===== src/rtl/scan_pattern_sched_if.sv =====
// Bus bundle for scan_pattern_sched: run control, ADPLL/capture handshake inputs and
// scan control outputs. The design takes the slave side, the driver takes master.
interface scan_pattern_sched_if #(
   parameter int CNT_W = 20,
   parameter int PAT_W = 8
);
   logic             start;
   logic [CNT_W-1:0] scan_num;
   logic [PAT_W-1:0] pat_num;
   logic             adpll_lock;
   logic             cap_ack;
   logic             shift_en;
   logic             scan_clk;
   logic             test_se;
   logic             cap_req;
   logic             sub_rst;
   logic             busy;
   logic             scan_done;
   logic [1:0]       err;
   logic [PAT_W-1:0] pat_cnt;

   modport slave (
      input  start, scan_num, pat_num, adpll_lock, cap_ack,
      output shift_en, scan_clk, test_se, cap_req, sub_rst, busy, scan_done, err, pat_cnt
   );
   modport master (
      output start, scan_num, pat_num, adpll_lock, cap_ack,
      input  shift_en, scan_clk, test_se, cap_req, sub_rst, busy, scan_done, err, pat_cnt
   );
endinterface


===== src/rtl/scan_pattern_sched.sv =====
// Multi-pattern scan sequencer: lock wait, sub-block reset, shift/capture loop, unload.
// Optional SCAN_RETRY_EN: lock loss while scanning re-locks and retries the pattern (3 times).
module scan_pattern_sched #(
   parameter int CNT_W       = 20,
   parameter int PAT_W       = 8,
   parameter int CLK_DIV     = 2,
   parameter int LOCK_WAIT   = 16,
   parameter int SUB_RST_CYC = 4,
   parameter int CAP_TMO     = 64
) (
   input logic                 clk,
   input logic                 rst,
   scan_pattern_sched_if.slave bus
);
   localparam logic [2:0] S_IDLE   = 3'd0;
   localparam logic [2:0] S_LOCK   = 3'd1;
   localparam logic [2:0] S_SUBRST = 3'd2;
   localparam logic [2:0] S_SHIFT  = 3'd3;
   localparam logic [2:0] S_CAP    = 3'd4;
   localparam logic [2:0] S_UNLOAD = 3'd5;
   localparam logic [2:0] S_DONE   = 3'd6;
   localparam logic [2:0] S_ERR    = 3'd7;

   localparam int LK_W = $clog2(LOCK_WAIT + 1);
   localparam int SR_W = $clog2(SUB_RST_CYC + 1);
   localparam int DV_W = $clog2(2 * CLK_DIV);
   localparam int TM_W = $clog2(CAP_TMO + 1);

   localparam logic [LK_W-1:0] LOCK_LAST = LK_W'(LOCK_WAIT - 1);
   localparam logic [SR_W-1:0] SUB_LAST  = SR_W'(SUB_RST_CYC - 1);
   localparam logic [DV_W-1:0] DIV_HALF  = DV_W'(CLK_DIV);
   localparam logic [DV_W-1:0] DIV_LAST  = DV_W'(2 * CLK_DIV - 1);
   localparam logic [TM_W-1:0] TMO_LAST  = TM_W'(CAP_TMO - 1);

   logic [2:0]       state;
   logic [CNT_W-1:0] sn_q, bit_cnt;
   logic [PAT_W-1:0] pn_q, pat_cnt_q, pat_nxt;
   logic [1:0]       err_q;
   logic [LK_W-1:0]  lock_cnt;
   logic [SR_W-1:0]  sub_cnt;
   logic [DV_W-1:0]  div_cnt;
   logic [TM_W-1:0]  tmo_cnt;
   logic             cap_ph;
   logic             running, shifting, div_last, shift_last;
`ifdef SCAN_RETRY_EN
   logic [1:0]       retry_cnt;
   logic             retry_ok;
   assign retry_ok = (state != S_SUBRST) && (retry_cnt != 2'd3);
`endif

   assign running    = (state == S_SUBRST) || (state == S_SHIFT) ||
                       (state == S_CAP) || (state == S_UNLOAD);
   assign shifting   = (state == S_SHIFT) || (state == S_UNLOAD);
   assign div_last   = (div_cnt == DIV_LAST);
   // Leave on the falling edge that completes the last bit; an empty chain leaves at once.
   assign shift_last = (sn_q == '0) || (div_last && (bit_cnt == sn_q - 1'b1));
   assign pat_nxt    = pat_cnt_q + 1'b1;

   always_ff @(posedge clk) begin
      if (rst) begin
         state     <= S_IDLE;
         sn_q      <= '0;
         pn_q      <= '0;
         pat_cnt_q <= '0;
         err_q     <= '0;
         lock_cnt  <= '0;
         sub_cnt   <= '0;
         div_cnt   <= '0;
         bit_cnt   <= '0;
         tmo_cnt   <= '0;
         cap_ph    <= 1'b0;
`ifdef SCAN_RETRY_EN
         retry_cnt <= '0;
`endif
      end else if (running && !bus.adpll_lock) begin
         // Lock loss beats everything else, including a same-cycle cap_ack.
`ifdef SCAN_RETRY_EN
         if (retry_ok) begin
            state     <= S_LOCK;
            lock_cnt  <= '0;
            retry_cnt <= retry_cnt + 1'b1;
         end else
`endif
         begin
            state <= S_ERR;
            err_q <= 2'b01;
         end
      end else begin
         case (state)
            S_IDLE, S_DONE, S_ERR: if (bus.start) begin
               state     <= S_LOCK;
               sn_q      <= bus.scan_num;
               pn_q      <= bus.pat_num;
               pat_cnt_q <= '0;
               err_q     <= '0;
               lock_cnt  <= '0;
`ifdef SCAN_RETRY_EN
               retry_cnt <= '0;
`endif
            end
            S_LOCK: begin
               if (!bus.adpll_lock) lock_cnt <= '0;
               else if (lock_cnt == LOCK_LAST) begin
                  state   <= S_SUBRST;
                  sub_cnt <= '0;
               end else lock_cnt <= lock_cnt + 1'b1;
            end
            S_SUBRST: begin
               if (sub_cnt == SUB_LAST) begin
                  div_cnt <= '0;
                  bit_cnt <= '0;
                  if (pn_q == '0)             state <= S_DONE;
                  else if (pat_cnt_q == pn_q) state <= S_UNLOAD;
                  else                        state <= S_SHIFT;
               end else sub_cnt <= sub_cnt + 1'b1;
            end
            S_SHIFT, S_UNLOAD: begin
               if (shift_last) begin
                  state   <= (state == S_SHIFT) ? S_CAP : S_DONE;
                  cap_ph  <= 1'b0;
                  tmo_cnt <= '0;
               end else begin
                  div_cnt <= div_last ? '0 : div_cnt + 1'b1;
                  if (div_last) bit_cnt <= bit_cnt + 1'b1;
               end
            end
            S_CAP: begin
               // First cycle is SE settle with cap_req low; acks there are not accepted.
               if (!cap_ph) cap_ph <= 1'b1;
               else if (bus.cap_ack) begin
                  pat_cnt_q <= pat_nxt;
                  div_cnt   <= '0;
                  bit_cnt   <= '0;
                  state     <= (pat_nxt < pn_q) ? S_SHIFT : S_UNLOAD;
               end else if (tmo_cnt == TMO_LAST) begin
                  state <= S_ERR;
                  err_q <= 2'b10;
               end else tmo_cnt <= tmo_cnt + 1'b1;
            end
            default: state <= S_IDLE;
         endcase
      end
   end

   assign bus.shift_en  = shifting;
   assign bus.test_se   = shifting;
   assign bus.scan_clk  = shifting && (div_cnt >= DIV_HALF);
   assign bus.cap_req   = (state == S_CAP) && cap_ph;
   assign bus.sub_rst   = (state == S_SUBRST);
   assign bus.busy      = running || (state == S_LOCK);
   assign bus.scan_done = (state == S_DONE);
   assign bus.err       = err_q;
   assign bus.pat_cnt   = pat_cnt_q;
endmodule


===== src/flat_wrapper.sv =====
// flat-port wrapper written by rule: the top's interface ports become plain ports
module scan_pattern_sched_flat 
#(
   parameter int CNT_W       = 20,
   parameter int PAT_W       = 8,
   parameter int CLK_DIV     = 2,
   parameter int LOCK_WAIT   = 16,
   parameter int SUB_RST_CYC = 4,
   parameter int CAP_TMO     = 64
)
  (clk, rst, bus_start, bus_scan_num, bus_pat_num, bus_adpll_lock, bus_cap_ack, bus_shift_en, bus_scan_clk, bus_test_se, bus_cap_req, bus_sub_rst, bus_busy, bus_scan_done, bus_err, bus_pat_cnt);
  scan_pattern_sched_if #(.CNT_W(CNT_W), .PAT_W(PAT_W)) bus_i ();
  input logic clk;
  input logic rst;
  input wire logic [$bits(bus_i.start)-1:0] bus_start;
  input wire logic [$bits(bus_i.scan_num)-1:0] bus_scan_num;
  input wire logic [$bits(bus_i.pat_num)-1:0] bus_pat_num;
  input wire logic [$bits(bus_i.adpll_lock)-1:0] bus_adpll_lock;
  input wire logic [$bits(bus_i.cap_ack)-1:0] bus_cap_ack;
  output wire logic [$bits(bus_i.shift_en)-1:0] bus_shift_en;
  output wire logic [$bits(bus_i.scan_clk)-1:0] bus_scan_clk;
  output wire logic [$bits(bus_i.test_se)-1:0] bus_test_se;
  output wire logic [$bits(bus_i.cap_req)-1:0] bus_cap_req;
  output wire logic [$bits(bus_i.sub_rst)-1:0] bus_sub_rst;
  output wire logic [$bits(bus_i.busy)-1:0] bus_busy;
  output wire logic [$bits(bus_i.scan_done)-1:0] bus_scan_done;
  output wire logic [$bits(bus_i.err)-1:0] bus_err;
  output wire logic [$bits(bus_i.pat_cnt)-1:0] bus_pat_cnt;
  assign bus_i.start = bus_start;
  assign bus_i.scan_num = bus_scan_num;
  assign bus_i.pat_num = bus_pat_num;
  assign bus_i.adpll_lock = bus_adpll_lock;
  assign bus_i.cap_ack = bus_cap_ack;
  assign bus_shift_en = bus_i.shift_en;
  assign bus_scan_clk = bus_i.scan_clk;
  assign bus_test_se = bus_i.test_se;
  assign bus_cap_req = bus_i.cap_req;
  assign bus_sub_rst = bus_i.sub_rst;
  assign bus_busy = bus_i.busy;
  assign bus_scan_done = bus_i.scan_done;
  assign bus_err = bus_i.err;
  assign bus_pat_cnt = bus_i.pat_cnt;
  scan_pattern_sched #(.CNT_W(CNT_W), .PAT_W(PAT_W), .CLK_DIV(CLK_DIV), .LOCK_WAIT(LOCK_WAIT), .SUB_RST_CYC(SUB_RST_CYC), .CAP_TMO(CAP_TMO)) u_core (.clk(clk), .rst(rst), .bus(bus_i));
endmodule

===== config.mk =====
export PLATFORM = sky130hd
export DESIGN_NAME = scan_pattern_sched_flat
export DESIGN_NICKNAME = d
export VERILOG_FILES = /design/src/rtl/scan_pattern_sched_if.sv /design/src/rtl/scan_pattern_sched.sv /design/src/flat_wrapper.sv
export SDC_FILE = /design/constraint.sdc
export NUM_CORES = 1
export LEC_CHECK = 0
export BUFFER_PORTS_ARGS = -buffer_cell sky130_fd_sc_hd__buf_4
export CAP_MARGIN = 25
export CORE_ASPECT_RATIO = 0.8
export CORE_MARGIN = 3
export CORE_UTILIZATION = 50
export DETAILED_ROUTE_END_ITERATION = 8
export PLACE_DENSITY = 0.69
export SKIP_LAST_GASP = 1
export SLEW_MARGIN = 40
export SYNTH_ARGS = -nofsm -noshare
export SYNTH_HDL_FRONTEND = slang
export SYNTH_SLANG_ARGS = --single-unit

===== constraint.sdc =====
create_clock -name clk -period 4.5 [get_ports clk]
set_clock_uncertainty 0.15 [all_clocks]
set_input_delay 0.225 -clock clk [delete_from_list [all_inputs] [get_ports clk]]
set_output_delay 0.225 -clock clk [all_outputs]
set_load 0.01 [all_outputs]

==> flow_metrics.env <==
export IMPL_n_antenna_cell=0
export IMPL_root_buffer="clkbuf_16"
export IMPL_cts_tree="yes"
export IMPL_clk_latency_ns=0.34
export IMPL_grt_antenna_before_repair=0
export IMPL_combPwrFrac=0.403
export IMPL_dp_final_hpwl_um=8970
export IMPL_synth_distinct_cells=75
export IMPL_synthMuxAreaShare=0.0147
export IMPL_die_h_um=95.5
export IMPL_critical_path_arrival_ns=3.79
export IMPL_synth_ff_type="dfxtp_1"
export IMPL_core_area_mm2=0.00969
export IMPL_vias=4785
export IMPL_gp_congestion=0.856
export IMPL_syn_num_nets=700
export IMPL_worst_pin_slew_ns=0.804
export IMPL_synthAdderAreaFrac=0.0450
export IMPL_synthArstFlopShare=0
export IMPL_synth_warnings=0
export IMPL_synth_seq_cells=79
export IMPL_avgSynthCellArea_um2=7.72
export IMPL_grt_pass1_wl_um=21600
export IMPL_hold_ws_ns=0.00772
export IMPL_cap_violations=0
export IMPL_cts_sinks=79
export IMPL_synth_top_area_cell="dfxtp_1"
export IMPL_drv_slew=0
export IMPL_yosys_area_top_type_share=0.316
export IMPL_io_buffers=49
export IMPL_grt_pass1_vias=4361
export IMPL_synth_simple_gate_area_frac=0.281
export IMPL_p_sw_mw=1.10
export IMPL_gr_total_overflow=0
export IMPL_start_kind="register"
export IMPL_min_delay_path_depth=3
export IMPL_grt_usage=0.234
export IMPL_finalSetupTns_ns=0
export IMPL_internal_power_mw=1.66
export IMPL_viasPerCell=5.71
export IMPL_drt_initial_drc_count=336
export IMPL_postSynthCellCount=649
export IMPL_max_freq_mhz=269
export IMPL_post_route_util=0.613
export IMPL_setup_viol=0
export IMPL_power_frac_clock=0.268
export IMPL_power_density_mw_per_mm2=465
export IMPL_ctsHtreeMaxLevel=3
export IMPL_finalInstanceArea_mm2=0.00594
export IMPL_hp_class="input pin to register"
export IMPL_seq_area_frac_synth=0.316
export IMPL_syn_to_final_growth_pct=18.6
export IMPL_post_cts_repair_setup_buffers=0
export IMPL_synth_top_family_by_area="simple AND/OR/NAND/NOR gates"
export IMPL_synth_most_common_cell="nand2_1"
export IMPL_timing_critical_path_fanout_max=6
export IMPL_drtAntennaViolNets=0
export IMPL_synth_compound_area_frac=0.225
export IMPL_remaining_drc_errors=0
export IMPL_die_w_um=118
export IMPL_initial_core_util=0.517
export IMPL_final_min_clock_period_ns=3.71
export IMPL_row_count=32
export IMPL_status="complete, no violations"
export IMPL_ios=50
export IMPL_grt_max_degree=62
export IMPL_dieArea_mm2=0.0113
export IMPL_leakage_nw=2.19
export IMPL_finalWirelength_um=13000
export IMPL_end_kind="register"
export IMPL_yosys_top_cells_area="dfxtp_1, nand2_1, a21oi_1, ha_1, xnor2_1"
export IMPL_cts_reportedPaths_clkPinSlew_ns=0.06
export IMPL_swShare=0.398
export IMPL_r2r_cells=10
export IMPL_worst_ir_drop_vdd_uv=336
export IMPL_netlist_area_mm2=0.00501
export IMPL_synthXorXnorAreaFrac=0.0612
export IMPL_hold_viol=0
export IMPL_placed_area_mm2=0.00539
export IMPL_worstPathRequired_ns=4.57
export IMPL_drive_gt1_frac=0.152
export IMPL_num_nets_final=748
export IMPL_wire_per_inst_um=15.5
export IMPL_yosys_top_cells_count="nand2_1, dfxtp_1, a21oi_1, nor2_1, clkbuf_1"
export IMPL_finalCritPeriodShare=0.826
export IMPL_max_slew_margin=0.463
export IMPL_cts_buffer_depth=2
export IMPL_synth_enable_flop_cells=0
export IMPL_cts_buffers=9
export IMPL_dr_pass1_iters=5
export IMPL_seqPwrFrac=0.329
export IMPL_worstSetupPathType="register to register"
export IMPL_grt_setup_unrepaired="no"
state kept, by name (all words and copies together), names as in the netlist, 3 cells and up:
name,count
u_core.bit_cnt,20
u_core.sn_q,20
u_core.sub_cnt,3
u_core.pn_q,8
u_core.bus.pat_cnt,8
u_core.lock_cnt,5
u_core.state,3
u_core.tmo_cnt,7
final cells by class:
type,count,area (um^2)
Clock buffer,11,243
Clock inverter,5,57.6
Fill cell,892,3750
Inverter,24,90.1
Multi-Input combinational cell,505,3150
Sequential cell,79,1580
Tap cell,136,170
Timing Repair Buffer,78,648
path summary, 6_finish.rpt:
kind,start,slack [ns],end
setup reg to reg,u_core.sn_q[0],0.79,u_core.state[1]
hold / removal,bus_scan_num[6],0.008,u_core.sn_q[6]
hold reg to reg,u_core.tmo_cnt[6],0.29,u_core.tmo_cnt[6]
setup / recovery,u_core.sn_q[0],0.79,u_core.state[1]
stage by stage:
stage | setup slack, ns | instances | power, mW
2_1_floorplan | 1.17 | 649 | 1.73
3_3_place_gp | 0.979 | 797 | 1.97
3_5_place_dp | 0.845 | 797 | 2.00
4_1_cts | 0.813 | 838 | 2.77
5_1_grt | 0.432 | 838 | 2.95
6_report | 0.785 | 838 | 2.76
logic make-up (layout without fill, tap and decap cells):
| kind of cell | Yosys count | count (layout) |
|---|---|---|
| muxes | 7 | 7 |
| xor gates and xnor gates | 35 | 35 |
| buffers and inverters | 65 | 118 |
| DFF | 79 | 79 |
| AOI/OAI and AO/OA | 168 | 168 |
| adders and majority gates | 18 | 18 |
| and+or+nand+nor | 277 | 277 |
metal layers:
metal	part of all wire	routed length, um	vias to the layer above	GRT usage
li1	-	-	2417	-
met1	0.48	6240	2222	0.320
met2	0.46	5940	132	0.385
met3	0.051	667	14	0.0421
met4	0.011	146	0	0.0585
met5	0	0	-	0
placed cells by master, fill, tap and decap left out, types with 4 or more instances in the layout:
cell type	count
a21oi_1	71
a21oi_2	7
a311oi_1	6
a31oi_1	5
and3_1	7
buf_4	53
clkbuf_16	9
dfxtp_1	79
dlygate4sd3_1	25
ha_1	18
inv_1	24
mux2i_1	4
nand2_1	95
nand2b_1	6
nand3_1	24
nand3b_1	4
nand4_1	9
nor2_1	53
nor2b_1	6
nor3_1	15
nor3b_1	8
o211ai_1	5
o21ai_0	20
o21ai_2	7
o31ai_1	9
or2_2	4
or3_1	8
or4_1	12
xnor2_1	25
xor2_1	10
power groups by stage:
stage	logic, mW	clock network [mW]	registers, mW
finish	1.11	0.741	0.908
global route	1.24	0.786	0.923
CTS	1.10	0.757	0.905
detailed placement	1.08	0	0.919
global placement	1.05	0	0.916
floorplan	0.880	0	0.848
critical path, stage by stage, from the launching register on:
cell,delay [ns]
dfxtp_1,0.35
inv_1,0.07
ha_1,0.22
nor4b_1,0.51
nand2_1,0.26
or4_1,0.55
o21a_1,0.13
a2111o_1,0.50
or2_4,0.32
a31oi_4,0.20
mux2_1,0.34
repair_timing:
action | 4_1_cts | 5_1_grt
endpoints found under the hold margin | 25 | 0
hold buffers | 25 | 0
gates resized for setup | 0 | 0
Note: power is estimated with default switching activity, not from simulation.
